**src/rtl/riscv_pkg.sv**
```systemverilog
// Shared encodings for the multicycle RV32I control path: FSM states, opcodes,
// ALU operation classes, ALU control codes and immediate formats.
package riscv_pkg;

  localparam int STATE_W = 4;

  typedef enum logic [3:0] {
    FETCH    = 4'd0,
    DECODE   = 4'd1,
    MEMADR   = 4'd2,
    MEMREAD  = 4'd3,
    MEMWB    = 4'd4,
    MEMWRITE = 4'd5,
    EXECR    = 4'd6,
    EXECI    = 4'd7,
    ALUWB    = 4'd8,
    BEQ      = 4'd9,
    JAL      = 4'd10
  } state_t;

  localparam logic [6:0] OP_LW  = 7'b0000011;
  localparam logic [6:0] OP_SW  = 7'b0100011;
  localparam logic [6:0] OP_R   = 7'b0110011;
  localparam logic [6:0] OP_I   = 7'b0010011;
  localparam logic [6:0] OP_BEQ = 7'b1100011;
  localparam logic [6:0] OP_JAL = 7'b1101111;

  localparam logic [1:0] ALUOP_ADD   = 2'b00;
  localparam logic [1:0] ALUOP_SUB   = 2'b01;
  localparam logic [1:0] ALUOP_FUNCT = 2'b10;

  localparam logic [2:0] ALU_ADD = 3'b000;
  localparam logic [2:0] ALU_SUB = 3'b001;
  localparam logic [2:0] ALU_AND = 3'b010;
  localparam logic [2:0] ALU_OR  = 3'b011;
  localparam logic [2:0] ALU_SLT = 3'b101;

  localparam logic [1:0] IMM_I = 2'b00;
  localparam logic [1:0] IMM_S = 2'b01;
  localparam logic [1:0] IMM_B = 2'b10;
  localparam logic [1:0] IMM_J = 2'b11;

  function automatic logic op_supported(input logic [6:0] op);
    return (op == OP_LW) || (op == OP_SW) || (op == OP_R) ||
           (op == OP_I) || (op == OP_BEQ) || (op == OP_JAL);
  endfunction

endpackage

```
**src/rtl/multicycle_controller_alu_decoder.sv**
```systemverilog
// Combinational ALU decoder: maps the FSM's ALU operation class and the
// instruction's funct fields onto an ALU control code.
module alu_decoder
  import riscv_pkg::*;
(
  input  logic [1:0] alu_op,
  input  logic       op5,
  input  logic [2:0] funct3,
  input  logic       funct7b5,
  output logic [2:0] alu_control
);

  // Decode ALU control; sub only for R-type with funct7[5] set (I-type addi never subtracts)
  always_comb begin
    alu_control = ALU_ADD;
    case (alu_op)
      ALUOP_ADD: alu_control = ALU_ADD;
      ALUOP_SUB: alu_control = ALU_SUB;
      ALUOP_FUNCT: begin
        case (funct3)
          3'b000:  alu_control = (op5 && funct7b5) ? ALU_SUB : ALU_ADD;
          3'b010:  alu_control = ALU_SLT;
          3'b110:  alu_control = ALU_OR;
          3'b111:  alu_control = ALU_AND;
          default: alu_control = ALU_ADD;
        endcase
      end
      default: alu_control = ALU_ADD;
    endcase
  end

endmodule

```
**src/rtl/multicycle_controller.sv**
```systemverilog
// Main control FSM for the multicycle RV32I core: sequences fetch, decode,
// execute, memory and writeback phases and drives every datapath enable/mux.
module multicycle_controller
  import riscv_pkg::*;
#(
  parameter int STATE_W = 4
) (
  input  logic               clk,
  input  logic               reset,
  input  logic [6:0]         op,
  input  logic [2:0]         funct3,
  input  logic               funct7b5,
  input  logic               Zero,
  output logic               PCWrite,
  output logic               AdrSrc,
  output logic               MemWrite,
  output logic               IRWrite,
  output logic [1:0]         ResultSrc,
  output logic [1:0]         ALUSrcA,
  output logic [1:0]         ALUSrcB,
  output logic [2:0]         ALUControl,
  output logic [1:0]         ImmSrc,
  output logic               RegWrite,
  output logic               illegal_op,
  output logic [STATE_W-1:0] state_o
);

  state_t     state_r;
  logic       pc_update_s;
  logic       branch_s;
  logic       ir_write_s;
  logic       reg_write_s;
  logic       mem_write_s;
  logic [1:0] alu_op_s;

  // State register; unused encodings fall back to FETCH
  always_ff @(posedge clk or negedge reset) begin
    if (!reset) begin
      state_r <= FETCH;
    end else begin
      case (state_r)
        FETCH:  state_r <= DECODE;
        DECODE: begin
          case (op)
            OP_LW, OP_SW: state_r <= MEMADR;
            OP_R:         state_r <= EXECR;
            OP_I:         state_r <= EXECI;
            OP_BEQ:       state_r <= BEQ;
            OP_JAL:       state_r <= JAL;
            default:      state_r <= FETCH;
          endcase
        end
        MEMADR:   state_r <= (op == OP_SW) ? MEMWRITE : MEMREAD;
        MEMREAD:  state_r <= MEMWB;
        MEMWB:    state_r <= FETCH;
        MEMWRITE: state_r <= FETCH;
        EXECR:    state_r <= ALUWB;
        EXECI:    state_r <= ALUWB;
        ALUWB:    state_r <= FETCH;
        BEQ:      state_r <= FETCH;
        JAL:      state_r <= ALUWB;
        default:  state_r <= FETCH;
      endcase
    end
  end

  // Moore output decode of the current state
  always_comb begin
    pc_update_s = 1'b0;
    branch_s    = 1'b0;
    ir_write_s  = 1'b0;
    reg_write_s = 1'b0;
    mem_write_s = 1'b0;
    AdrSrc      = 1'b0;
    ResultSrc   = 2'b00;
    ALUSrcA     = 2'b00;
    ALUSrcB     = 2'b00;
    alu_op_s    = ALUOP_ADD;
    case (state_r)
      FETCH: begin
        ir_write_s  = 1'b1;
        pc_update_s = 1'b1;
        ALUSrcB     = 2'b10;
        ResultSrc   = 2'b10;
      end
      DECODE: begin
        ALUSrcA = 2'b01;
        ALUSrcB = 2'b01;
      end
      MEMADR: begin
        ALUSrcA = 2'b10;
        ALUSrcB = 2'b01;
      end
      MEMREAD:  AdrSrc = 1'b1;
      MEMWB: begin
        ResultSrc   = 2'b01;
        reg_write_s = 1'b1;
      end
      MEMWRITE: begin
        AdrSrc      = 1'b1;
        mem_write_s = 1'b1;
      end
      EXECR: begin
        ALUSrcA  = 2'b10;
        alu_op_s = ALUOP_FUNCT;
      end
      EXECI: begin
        ALUSrcA  = 2'b10;
        ALUSrcB  = 2'b01;
        alu_op_s = ALUOP_FUNCT;
      end
      ALUWB:    reg_write_s = 1'b1;
      BEQ: begin
        ALUSrcA  = 2'b10;
        alu_op_s = ALUOP_SUB;
        branch_s = 1'b1;
      end
      JAL: begin
        ALUSrcA     = 2'b01;
        ALUSrcB     = 2'b10;
        pc_update_s = 1'b1;
      end
      default: begin
        pc_update_s = 1'b0;
      end
    endcase
  end

  // Immediate format follows the opcode alone
  always_comb begin
    case (op)
      OP_SW:   ImmSrc = IMM_S;
      OP_BEQ:  ImmSrc = IMM_B;
      OP_JAL:  ImmSrc = IMM_J;
      default: ImmSrc = IMM_I;
    endcase
  end

  alu_decoder u_alu_decoder (
    .alu_op      (alu_op_s),
    .op5         (op[5]),
    .funct3      (funct3),
    .funct7b5    (funct7b5),
    .alu_control (ALUControl)
  );

  // Enables are gated by reset so an asserted reset kills writes without waiting for a clock
  assign PCWrite    = reset & (pc_update_s | (branch_s & Zero));
  assign IRWrite    = reset & ir_write_s;
  assign RegWrite   = reset & reg_write_s;
  assign MemWrite   = reset & mem_write_s;
  assign illegal_op = reset & (state_r == DECODE) & ~op_supported(op);
  assign state_o    = state_r;

endmodule

```
**config.mk**
```make
export PLATFORM = sky130hd
export DESIGN_NAME = multicycle_controller
export DESIGN_NICKNAME = d
export VERILOG_FILES = /design/src/rtl/riscv_pkg.sv /design/src/rtl/multicycle_controller_alu_decoder.sv /design/src/rtl/multicycle_controller.sv
export SDC_FILE = /design/constraint.sdc
export NUM_CORES = 1
export LEC_CHECK = 0
export BUFFER_PORTS_ARGS = -buffer_cell sky130_fd_sc_hd__buf_2
export CAP_MARGIN = 20
export CORE_MARGIN = 3
export CORE_UTILIZATION = 42
export CTS_BUF_LIST = sky130_fd_sc_hd__clkbuf_16
export DETAILED_ROUTE_END_ITERATION = 16
export PLACE_DENSITY = 0.77
export SKIP_CTS_REPAIR_TIMING = 1
export SYNTH_ARGS = -nofsm -noshare
export SYNTH_HDL_FRONTEND = slang
export SYNTH_SLANG_ARGS = --single-unit
```
**constraint.sdc**
```tcl
create_clock -name clk -period 1.86 [get_ports clk]
set_clock_uncertainty 0.15 [all_clocks]
set_input_delay 0 -clock clk [delete_from_list [all_inputs] [get_ports clk]]
set_output_delay 0 -clock clk [all_outputs]
set_load 0.01 [all_outputs]
```
==> key figures <==
Timing
  – FMAX: 0.570 GHz
  – Slew headroom: 0.848
  – Unrepaired setup endpoints after global routing: yes
  – Setup Viol. Count Final: 0
  – Final period util: 0.944
  – Final Hold Fails: 5
  – Shortest period the worst path allows: 1.76 ns
  – Tightest Pin Transition: 0.225 ns
  – Max-slew violation count: 0
  – Hold slack: -0.0149 ns

Finish
  – Nets: 129
  – Max reg flops: 4
  – Area grow syn2layout: 49.6%
  – Core Util, Final: 0.685
  – Post-Layout Cell Count: roughly 130
  – Layout cells sized above 1: 0.477
  – Number of antenna diodes: 0
  – Fill cells: 104

Worst setup path
  – CP max-delay cell: dfrtp_1
  – Arrival @ worst endpoint: around 1.6 ns
  – Reg2reg end: state_o[0]
  – Crit Path Max Fanout: 3
  – Peak per-stage delay on the critical path: 0.35 ns
  – R2R setup slack: approximately 0.5 ns
  – Startpoint Class: flip-flop
  – Crit path from: state_o[2]
  – Critical path cell sequence: and2b_2, nand3b_1, inv_1, ha_1, nor3_2, buf_2
  – Req. time, crit path: 1.71 ns
  – Crit Path Category: reg2out
  – Reg2Reg Depth: 5
  – Reg-to-Reg Start: state_o[0]
  – CP Capture Type: output port

Placement
  – GPL Wtd Cong: 0.767
  – Cells after DPL: 120
  – I/O Buffers: 34
  – Final HPWL DP: 1.20 mm

Global route
  – Initial antenna violation count: 0
  – First-pass GRT wire length: between 2 and 3 mm
  – Largest net degree at the start of global routing: 15
  – Grt ovf: 0
  – Global-route usage over all layers: 0.199
  – Vias in the first global route: 641

CTS
  – Reg clk slew, reported paths: 0.03 ns
  – CTS tree: done
  – Clk root buf: clkbuf_16
  – Clk buf depth: 2
  – CTS H-tree depth: 1
  – Worst-skew pair later-pin latency: 0.23 ns
  – Cts bufs inserted: 3
  – CTS Sinks: 4

Synthesis
  – Syn Area/Cell: roughly 8.5 um2
  – Post-synth EDFFs: 0
  – Syn. warnings: 0
  – Yosys reg bits: 4
  – Cell Area, Synth: 603 um2
  – Sequential area share after synthesis: 0.166
  – Ys async rst share: 1.00
  – Syn_nets: between 80 and 90
  – Primary FF master, synth: dfrtp_1
  – Netlist cell types: 37
  – Post-Synthesis Cells: a little over 70

Floorplanning
  – Rows: 13
  – DIE WIDTH: 43.9 um
  – Total core area: ~1300 um2
  – Die area: just under 2000 um2
  – Initial Util: 0.458
  – Chip height: about 44 um
  – Num ports: 35

Detailed routing
  – DRC Markers: 0
  – Via Count: 650
  – Wire per inst: approximately 13 um
  – Via density: 5.16
  – Final ANT Viol Nets: 0
  – DR iter-0 viols: 19
  – 1st-pass router iterations: 4
  – Final wirelength: 1.64 mm

Power
  – Total power: 0.894 mW
  – Cell Pwr Density: just under 1000 nW/um2
  – Peak supply drop: 0.538 mV
  – Leakage: around 0.45 nW

Job
  – Number of max-cap violations: 0

Run status
  – Run status: finished with violations
  – Failing checks: hold timing

Min path
  – Hold Crit Class: in2async
[routing by layer]
metal,GRT usage,share of wire
met1,0.231,0.40
met2,0.337,0.51
met3,0.0290,0.060
met4,0.127,0.024
met5,0,0
[cells in the mapped netlist (2+ instances only)]
| cell | instances | area (um2) |
|---|---|---|
| a21oi_1 | 3 | 15.0 |
| nor4b_1 | 2 | 17.5 |
| o21ai_0 | 2 | 10.0 |
| nor3b_1 | 4 | 30.0 |
| dfrtp_1 | 4 | 100 |
| nor2b_1 | 3 | 18.8 |
| inv_1 | 4 | 15.0 |
| nand3b_1 | 2 | 15.0 |
| xor2_1 | 2 | 17.5 |
| nor2_1 | 5 | 18.8 |
| ha_1 | 2 | 25.0 |
| nand2_1 | 5 | 18.8 |
| buf_4 | 3 | 22.5 |
| xnor2_1 | 3 | 26.3 |
| nor3_1 | 5 | 25.0 |
[final cells by class]
| type | count | area, um2 | area share |
|---|---|---|---|
| Clock buffer | 3 | 75.1 | 0.0832 |
| Inverter | 4 | 15.0 | 0.0166 |
| Multi-Input combinational cell | 59 | 463 | 0.513 |
| Sequential cell | 4 | 100 | 0.111 |
| Tap cell | 15 | 18.8 | 0.0208 |
| Timing Repair Buffer | 41 | 230 | 0.255 |
[power by group]
group / internal, mW / switching (mW) / leakage [nW]
Sequential: 0.103 / 0.0101 / 0.0533
Combinational: 0.205 / 0.236 / 0.361
Clock: 0.275 / 0.0650 / 0.0370
[logic make-up after synthesis]
| family | after synthesis | synth area share |
|---|---|---|
| xor gates and xnor gates | 5 | 0.0726 |
| adders and majority gates | 2 | 0.0415 |
| buffers and inverters | 8 | 0.0809 |
| and+or+nand+nor | 38 | 0.471 |
| muxes | 1 | 0.0166 |
| DFF | 4 | 0.166 |
| AOI/OAI and AO/OA | 13 | 0.151 |
[critical path: cells and delay by family (launching register included)]
family | cells | cell delay (ns)
simple gates | 3 | 0.50
flops | 1 | 0.35
fa+ha+maj | 1 | 0.31
buf+inv | 2 | 0.21
[placed cells by master (no fill, tap or decap), types with 2 or more instances in the layout]
cell and n:
a21oi_1 3, buf_2 34, buf_4 4, clkbuf_16 3, dfrtp_1 4, dlygate4sd3_1 3, ha_1 2, inv_1 4
nand2_1 5, nand3b_1 2, nor2_1 5, nor2b_1 2, nor3_1 4, nor3b_1 4, nor4b_1 2, o21ai_0 2
xnor2_1 3, xor2_1 2
[worst max-delay path by stage]
stage,to
after floorplan,ALUControl[1]
after global placement,ALUControl[1]
after detailed placement,ALUControl[1]
after CTS,ALUControl[1]
after global routing,ALUControl[1]
final,ALUControl[1]
[through the flow]
step	setup WS [ns]	TNS, ns	cell area, um2
4_1_cts	0.0917	0	863
2_1_floorplan	0.253	0	603
6_report	0.104	0	902
3_3_place_gp	0.378	0	788
3_5_place_dp	0.336	0	788
5_1_grt	-0.0197	-0.0197	902
(Power assumes the default switching activity.)
